===== src/rtl/mem_subsystem_rr_pkg.sv =====
// Shared types and helpers for the round-robin shared-memory subsystem.
package mem_subsystem_pkg;

    typedef enum logic [1:0] {
        COH_I = 2'b00,
        COH_M = 2'b01,
        COH_S = 2'b10
    } coherency_t;

    typedef enum logic [1:0] {
        ST_INIT,
        ST_IDLE,
        ST_ACCESS
    } fsm_t;

    // Value written to entry idx by the post-reset init sweep.
    function automatic int unsigned init_value(input int unsigned idx);
        return idx + 1;
    endfunction

endpackage


===== src/rtl/mem_subsystem_rr_if.sv =====
// Requester-side bundle of the shared-memory subsystem: packed per-port request
// fields towards the memory, shared response fields back.
interface mem_subsystem_rr_if #(
    parameter int NUM_PORTS = 4,
    parameter int DATA_W    = 16,
    parameter int ADDR_W    = 14
) ();
    import mem_subsystem_pkg::*;

    logic [NUM_PORTS-1:0]        req;
    logic [NUM_PORTS-1:0]        we;
    logic [NUM_PORTS*ADDR_W-1:0] addr;
    logic [NUM_PORTS*DATA_W-1:0] wdata;
    logic [NUM_PORTS-1:0]        resp;
    logic [DATA_W-1:0]           rdata;
    logic                        err;
    coherency_t                  coh_state;
    logic                        busy;

    modport master (
        output req, we, addr, wdata,
        input  resp, rdata, err, coh_state, busy
    );

    modport slave (
        input  req, we, addr, wdata,
        output resp, rdata, err, coh_state, busy
    );

endinterface


===== src/rtl/mem_subsystem_rr_arbiter.sv =====
// Round-robin arbiter: grants the first requester at or after the rotating
// pointer; the pointer moves past the winner only when the grant is taken.
module rr_arbiter #(
    parameter int N = 4
) (
    input  logic                 clk,
    input  logic                 reset_n,
    input  logic [N-1:0]         req,
    input  logic                 advance,
    output logic                 grant_valid,
    output logic [$clog2(N)-1:0] grant_id
);
    localparam int PW = $clog2(N);

    logic [PW-1:0] ptr;
    int unsigned   cand;

    always_comb begin
        grant_valid = 1'b0;
        grant_id    = '0;
        cand        = 0;
        for (int unsigned i = 0; i < N; i++) begin
            cand = (32'(ptr) + i) % N;
            if (!grant_valid && req[cand[PW-1:0]]) begin
                grant_valid = 1'b1;
                grant_id    = cand[PW-1:0];
            end
        end
    end

    always_ff @(posedge clk) begin
        if (!reset_n) begin
            ptr <= '0;
        end else if (advance) begin
            ptr <= (grant_id == PW'(N - 1)) ? '0 : grant_id + PW'(1);
        end
    end

endmodule


===== src/rtl/mem_subsystem_rr.sv =====
// Shared memory for NUM_PORTS requesters: round-robin arbitration, fixed-latency
// registered response, per-entry I/S/M coherency with owner, init sweep after reset.
module mem_subsystem_rr
    import mem_subsystem_pkg::*;
#(
    parameter int NUM_PORTS = 4,
    parameter int DATA_W    = 16,
    parameter int ADDR_W    = 14,
    parameter int DEPTH     = 50
) (
    input  logic             clk,
    input  logic             reset_n,
    mem_subsystem_rr_if.slave bus
);
    localparam int PORT_W = $clog2(NUM_PORTS);
    localparam int IDX_W  = (DEPTH > 1) ? $clog2(DEPTH) : 1;
    localparam logic [ADDR_W:0] DEPTH_A = (ADDR_W + 1)'(DEPTH);

    fsm_t                 state;
    logic [IDX_W-1:0]     init_cnt;
    logic [PORT_W-1:0]    lat_port;
    logic                 lat_we;
    logic [ADDR_W-1:0]    lat_addr;
    logic [DATA_W-1:0]    lat_wdata;

    logic [NUM_PORTS-1:0] resp_q;
    logic [DATA_W-1:0]    rdata_q;
    logic                 err_q;
    coherency_t           coh_out_q;

    logic [DATA_W-1:0]    mem_arr   [DEPTH];
    coherency_t           coh_arr   [DEPTH];
    logic [PORT_W-1:0]    owner_arr [DEPTH];

    logic [NUM_PORTS-1:0] eligible;
    logic                 grant_valid;
    logic [PORT_W-1:0]    grant_id;
    logic                 advance;

    logic [IDX_W-1:0]     acc_idx;
    logic                 in_range;
    coherency_t           cur_coh;
    logic [PORT_W-1:0]    cur_owner;
    coherency_t           nxt_coh;
    logic [PORT_W-1:0]    nxt_owner;
    logic [DATA_W-1:0]    acc_rdata;

    logic                 wr_en;
    logic                 wr_data_en;
    logic [IDX_W-1:0]     wr_idx;
    logic [DATA_W-1:0]    wr_data;
    coherency_t           wr_coh;
    logic [PORT_W-1:0]    wr_owner;

    // A port still showing its resp pulse has already been served this round.
    assign eligible = bus.req & ~resp_q;
    assign advance  = (state == ST_IDLE) && grant_valid;

    rr_arbiter #(.N(NUM_PORTS)) u_arb (
        .clk        (clk),
        .reset_n    (reset_n),
        .req        (eligible),
        .advance    (advance),
        .grant_valid(grant_valid),
        .grant_id   (grant_id)
    );

    always_comb begin
        acc_idx   = lat_addr[IDX_W-1:0];
        in_range  = ({1'b0, lat_addr} < DEPTH_A);
        cur_coh   = coh_arr[acc_idx];
        cur_owner = owner_arr[acc_idx];
        nxt_coh   = cur_coh;
        nxt_owner = cur_owner;
        acc_rdata = mem_arr[acc_idx];

        if (lat_we) begin
            nxt_coh   = COH_M;
            nxt_owner = lat_port;
            acc_rdata = lat_wdata;
        end else begin
            case (cur_coh)
                COH_I:   nxt_coh = COH_S;
                COH_M:   if (cur_owner != lat_port) nxt_coh = COH_S;
                default: nxt_coh = cur_coh;
            endcase
        end

        if (!in_range) begin
            acc_rdata = '0;
            nxt_coh   = COH_I;
        end

        wr_en      = 1'b0;
        wr_data_en = 1'b0;
        wr_idx     = acc_idx;
        wr_data    = lat_wdata;
        wr_coh     = nxt_coh;
        wr_owner   = nxt_owner;
        case (state)
            ST_INIT: begin
                wr_en      = 1'b1;
                wr_data_en = 1'b1;
                wr_idx     = init_cnt;
                wr_data    = DATA_W'(init_value(32'(init_cnt)));
                wr_coh     = COH_I;
                wr_owner   = '0;
            end
            ST_ACCESS: begin
                wr_en      = in_range;
                wr_data_en = in_range && lat_we;
            end
            default: ;
        endcase
    end

    // Array update is gated by reset_n so a reset in the ACCESS cycle leaves storage untouched.
    always_ff @(posedge clk) begin
        if (reset_n && wr_en) begin
            coh_arr[wr_idx]   <= wr_coh;
            owner_arr[wr_idx] <= wr_owner;
            if (wr_data_en) mem_arr[wr_idx] <= wr_data;
        end
    end

    always_ff @(posedge clk) begin
        if (!reset_n) begin
            state     <= ST_INIT;
            init_cnt  <= '0;
            lat_port  <= '0;
            lat_we    <= 1'b0;
            lat_addr  <= '0;
            lat_wdata <= '0;
            resp_q    <= '0;
            rdata_q   <= '0;
            err_q     <= 1'b0;
            coh_out_q <= COH_I;
        end else begin
            resp_q <= '0;
            case (state)
                ST_INIT: begin
                    if (init_cnt == IDX_W'(DEPTH - 1)) state <= ST_IDLE;
                    else init_cnt <= init_cnt + IDX_W'(1);
                end
                ST_IDLE: begin
                    if (grant_valid) begin
                        lat_port  <= grant_id;
                        lat_we    <= bus.we[grant_id];
                        lat_addr  <= bus.addr[grant_id*ADDR_W +: ADDR_W];
                        lat_wdata <= bus.wdata[grant_id*DATA_W +: DATA_W];
                        state     <= ST_ACCESS;
                    end
                end
                ST_ACCESS: begin
                    resp_q    <= NUM_PORTS'(1) << lat_port;
                    rdata_q   <= acc_rdata;
                    err_q     <= !in_range;
                    coh_out_q <= nxt_coh;
                    state     <= ST_IDLE;
                end
                default: state <= ST_INIT;
            endcase
        end
    end

    assign bus.resp      = resp_q;
    assign bus.rdata     = rdata_q;
    assign bus.err       = err_q;
    assign bus.coh_state = coh_out_q;
    assign bus.busy      = (state != ST_IDLE);

endmodule


===== src/flat_wrapper.sv =====
// flat-port wrapper written by rule: the top's interface ports become plain ports
module mem_subsystem_rr_flat import mem_subsystem_pkg::*;
#(
    parameter int NUM_PORTS = 4,
    parameter int DATA_W    = 16,
    parameter int ADDR_W    = 14,
    parameter int DEPTH     = 50
)
  (clk, reset_n, bus_req, bus_we, bus_addr, bus_wdata, bus_resp, bus_rdata, bus_err, bus_coh_state, bus_busy);
  mem_subsystem_rr_if #(.NUM_PORTS(NUM_PORTS), .DATA_W(DATA_W), .ADDR_W(ADDR_W)) bus_i ();
  input  logic clk;
  input  logic reset_n;
  input wire logic [$bits(bus_i.req)-1:0] bus_req;
  input wire logic [$bits(bus_i.we)-1:0] bus_we;
  input wire logic [$bits(bus_i.addr)-1:0] bus_addr;
  input wire logic [$bits(bus_i.wdata)-1:0] bus_wdata;
  output wire logic [$bits(bus_i.resp)-1:0] bus_resp;
  output wire logic [$bits(bus_i.rdata)-1:0] bus_rdata;
  output wire logic [$bits(bus_i.err)-1:0] bus_err;
  output wire logic [$bits(bus_i.coh_state)-1:0] bus_coh_state;
  output wire logic [$bits(bus_i.busy)-1:0] bus_busy;
  assign bus_i.req = bus_req;
  assign bus_i.we = bus_we;
  assign bus_i.addr = bus_addr;
  assign bus_i.wdata = bus_wdata;
  assign bus_resp = bus_i.resp;
  assign bus_rdata = bus_i.rdata;
  assign bus_err = bus_i.err;
  assign bus_coh_state = bus_i.coh_state;
  assign bus_busy = bus_i.busy;
  mem_subsystem_rr #(.NUM_PORTS(NUM_PORTS), .DATA_W(DATA_W), .ADDR_W(ADDR_W), .DEPTH(DEPTH)) u_core (.clk(clk), .reset_n(reset_n), .bus(bus_i));
endmodule

===== config.mk =====
export PLATFORM = sky130hd
export DESIGN_NAME = mem_subsystem_rr_flat
export DESIGN_NICKNAME = d
export VERILOG_FILES = /design/src/rtl/mem_subsystem_rr_pkg.sv /design/src/rtl/mem_subsystem_rr_if.sv /design/src/rtl/mem_subsystem_rr_arbiter.sv /design/src/rtl/mem_subsystem_rr.sv /design/src/flat_wrapper.sv
export SDC_FILE = /design/constraint.sdc
export NUM_CORES = 1
export LEC_CHECK = 0
export CAP_MARGIN = 15
export CORE_AREA = 5 5 338 340
export DETAILED_ROUTE_END_ITERATION = 10
export DIE_AREA = 0 0 343 345
export SETUP_SLACK_MARGIN = 0.02
export SLEW_MARGIN = 15
export SYNTH_ARGS = -nofsm -noshare
export SYNTH_HDL_FRONTEND = slang
export SYNTH_HIERARCHICAL = 1
export SYNTH_SLANG_ARGS = --single-unit

===== constraint.sdc =====
create_clock -name clk -period 6.9 [get_ports clk]
set_clock_uncertainty 0.1 [all_clocks]
set_input_delay 0.69 -clock clk [delete_from_list [all_inputs] [get_ports clk]]
set_output_delay 0.69 -clock clk [all_outputs]
set_load 0.05 [all_outputs]

==> impl_results.md <==
- Status: finished, final reports clean
- Mapped Area: 42700 sq um
- Tmin final: 4370 ps
- CP most frequent cell: mux4_2
- XOR/XNOR share of the synthesized area: 0.246%
- Adder-Cell Fraction of Synth Area: 0.0586%
- Fraction of layout cells with a size suffix above 1: 27.0%
- First-pass GRT wire length: 154000 um
- CP max FO: 103
- Max VDD drop: 0.000211 V
- Core area: 111000 sq um
- Worst slew pin tran: 1150 ps
- Die Y: 345 um
- IO Count: 154
- CTS H-tree lvls: 3
- Netlist cell types: 58
- Initial antenna violation count: 9
- Post-synth EDFFs: 1000
- Leak pwr: 16.3 nW
- Post-cts gate resize count: 0
- GR Util All Layers: 17.7%
- CP peak stage delay: 950 ps
- First drt pass iteration count: 5
- Largest net degree at the start of global routing: 133
- Synth Area in Compound Gates: 2.42%
- CP Capture Type: flip-flop
- Clock Latency Late Sink: 700 ps
- Worst EP required: 7330 ps
- Cells after synthesis: 2117
- Final slew viol count: 0
- Syn Nets: 2249
- Worst hold slack: 364 ps
- Rel. slew slack: 23.3%
- Final Setup Violations: 0
- Pwr/cell area: 264 nW/um^2
- Max Cap Violations: 0
- Final worst-path cycle share: 63.3%
- # clock sinks: 1072
- Die area: 118000 sq um
- Arrival time at the worst endpoint: 4800 ps
- Hold-fix buffers, CTS: 0
- Die Width: 343 um
- Sequential element share of the synthesized area: 73.6%
- TNS Setup: 0 ps
- Worst setup path end: u_core/bus.rdata[3]$_SDFFE_PN0P_
- Element type at the critical path start: flip-flop
- Top_reg_cell synth: edfxtp_1
- CP max stage cell: dfxtp_4
- Mux cell area share after synthesis: 18.5%
- Synth top area share: 70.3%
- Via density: 5.53
- # port buffers: 153
- Antenna-violating nets left: 0
- Syn Area/Cell: 20.2 sq um
- Hold crit path type: reg -> reg
- Synthesis-to-layout area growth: 17.3%
- Placement row count: 123
- DR WL/cell: 27.0 um
- Vias in the first global route: 22200
- Reg-to-reg critical path endpoint: u_core/bus.rdata[3]$_SDFFE_PN0P_
- DPL Wire Length: 64200 um
- Clock slew at reported path FFs: 60 ps
- R2R depth: 7
- Area leader, netlist: edfxtp_1
- Via Count: 21800
- Number of synthesized register bits: 1072
- CP Cell Sequence: buf_4, buf_12, mux4_2, mux4_2, mux4_2, a222oi_1, nor2b_1
- Maximum clock frequency: 229 MHz
- DR iter-0 viols: 2209
- Crit path kind: reg -> reg
- Starting density of the core: 38.4%
- Final GP Congestion: 0.803
- Max Root-Sink Buffers: 3
- Final WL: 106000 um
- RSZ-0062 raised after global routing: no
- Synth Warn #: 6
- Postcts setup bufs: 0
- Largest family of logic cells by synthesized area: multiplexers
- CTS tree: built
- R2r setup slk: 2530 ps
- Fin nets: 2479
- CTS Root Cell: clkbuf_16
- CTS buffer count: 106
- Hold Fails Final Rpt: 0
- Overflow after GRT: 0
- Top cells by area, synth: edfxtp_1, mux4_2, dfxtp_1
- DRC viols: 0
- FFs w/ async S/R, synth: 0%
- Simple-gate share of the synthesized area: 3.63%
[sequential cells by signal, summed over array words and instances (netlist names), named ones only]
signal                count
u_core/bus.coh_state      2
u_core/bus.err            1
u_core/bus.rdata         16
u_core/bus.resp           4
u_core/coh_arr          100
u_core/init_cnt           6
u_core/lat_addr          14
u_core/lat_port           2
u_core/lat_wdata         16
u_core/lat_we             1
u_core/mem_arr          800
u_core/owner_arr        100
u_core/state              2
u_core/u_arb/ptr          2
[routing by layer]
metal	share of wire [%]	GRT usage, %	up-vias
met4	2.2	4.34	0
met1	40	24.6	11600
li1	-	-	9153
met5	0	0	-
met2	50	29.1	851
met3	8.2	3.13	143
[logic make-up after synthesis]
group | Yosys count
AOI/OAI and AO/OA | 147
xor gates and xnor gates | 12
adders and majority gates | 2
buffers and inverters | 139
DFF | 1072
muxes | 391
and+or+nand+nor | 354
[layout by cell type (no fill, tap or decap), types with 4 or more instances in the layout]
cell / n
and2_1: 17
clkdlybuf4s50_1: 152
and3_1: 4
nor2b_1: 16
nand2b_1: 9
o21ai_4: 7
a21boi_0: 34
dfxtp_1: 67
mux2i_1: 48
edfxtp_1: 1000
a222oi_1: 5
a21oi_4: 4
buf_4: 86
clkbuf_8: 8
xor2_1: 4
nor2_1: 107
mux4_2: 316
diode_2: 4
o31ai_1: 5
o21ai_0: 19
inv_6: 4
a21oi_1: 28
clkinv_1: 10
xnor2_1: 8
inv_1: 12
nand3_1: 20
mux2_2: 27
nand3b_1: 8
buf_12: 5
clkinvlp_4: 6
clkbuf_1: 25
a22o_1: 8
clkinv_2: 24
nor3_1: 6
nand2_1: 124
nor2_2: 28
clkbuf_16: 107
a22oi_1: 12
bufinv_16: 11
[synth_stat cells, drive strengths merged, types with 4 or more instances]
| cell type | instances |
|---|---|
| o31ai | 5 |
| xnor2 | 8 |
| a21oi | 32 |
| mux2i | 48 |
| clkbuf | 68 |
| edfxtp | 1000 |
| a21boi | 34 |
| mux4 | 316 |
| and2 | 18 |
| nor3 | 7 |
| xor2 | 4 |
| nand2 | 124 |
| nand3 | 20 |
| inv | 13 |
| nor2 | 135 |
| o21ai | 26 |
| buf | 56 |
| a22o | 8 |
| and3 | 4 |
| dfxtp | 72 |
| mux2 | 27 |
| nor2b | 16 |
| nand2b | 9 |
| nand3b | 8 |
| a22oi | 12 |
| a222oi | 5 |
[metrics by stage]
stage / total power [mW] / util (%) / setup slack (ps) / cell area (sq um) / std cells
after floorplan: 7.36 / - / 2050 / 42700 / 2117
after global placement: 7.52 / 41.7 / 2410 / 46500 / 3735
after detailed placement: 7.53 / 41.7 / 2430 / 46500 / 3735
after CTS: 13.4 / 45.0 / 2420 / 50000 / 3936
after global routing: 13.7 / 45.1 / 2140 / 50100 / 3940
final: 13.2 / 45.1 / 2530 / 50100 / 3944
[power by group]
group | total, mW | internal, mW | switching (mW)
Sequential | 7.07 | 7.06 | 0.00857
Combinational | 0.320 | 0.149 | 0.171
Clock | 5.85 | 3.38 | 2.47
[worst min path at each step]
stage	from	to	slack [ps]	cells after the start
6_report	u_core/lat_addr[8]$_SDFFE_PN0P_	u_core/lat_addr[8]$_SDFFE_PN0P_	360	2
5_1_grt	u_core/lat_addr[13]$_SDFFE_PN0P_	u_core/lat_addr[13]$_SDFFE_PN0P_	400	2
4_1_cts	u_core/lat_addr[8]$_SDFFE_PN0P_	u_core/lat_addr[8]$_SDFFE_PN0P_	370	2
3_5_place_dp	u_core/lat_addr[8]$_SDFFE_PN0P_	u_core/lat_addr[8]$_SDFFE_PN0P_	360	2
3_3_place_gp	u_core/lat_addr[7]$_SDFFE_PN0P_	u_core/lat_addr[7]$_SDFFE_PN0P_	360	2
2_1_floorplan	u_core/lat_addr[10]$_SDFFE_PN0P_	u_core/lat_addr[10]$_SDFFE_PN0P_	340	2
[cell type report]
type	instances	area (sq um)
Timing Repair Buffer	246	2330
Fill cell	9372	61100
Clock inverter	61	708
Antenna cell	4	10.0
Tap cell	1500	1880
Inverter	15	58.8
Multi-Input combinational cell	906	10800
Sequential cell	1072	31500
Clock buffer	140	2880
[critical path, delay by kind of cell, from the launching register on]
family / cells / cell delay, ps
buffers and inverters: 2 / 1020
muxes: 3 / 1590
AOI/OAI and AO/OA: 1 / 330
DFF: 1 / 950
and+or+nand+nor: 1 / 100
Power figures use the tool's default switching activity.
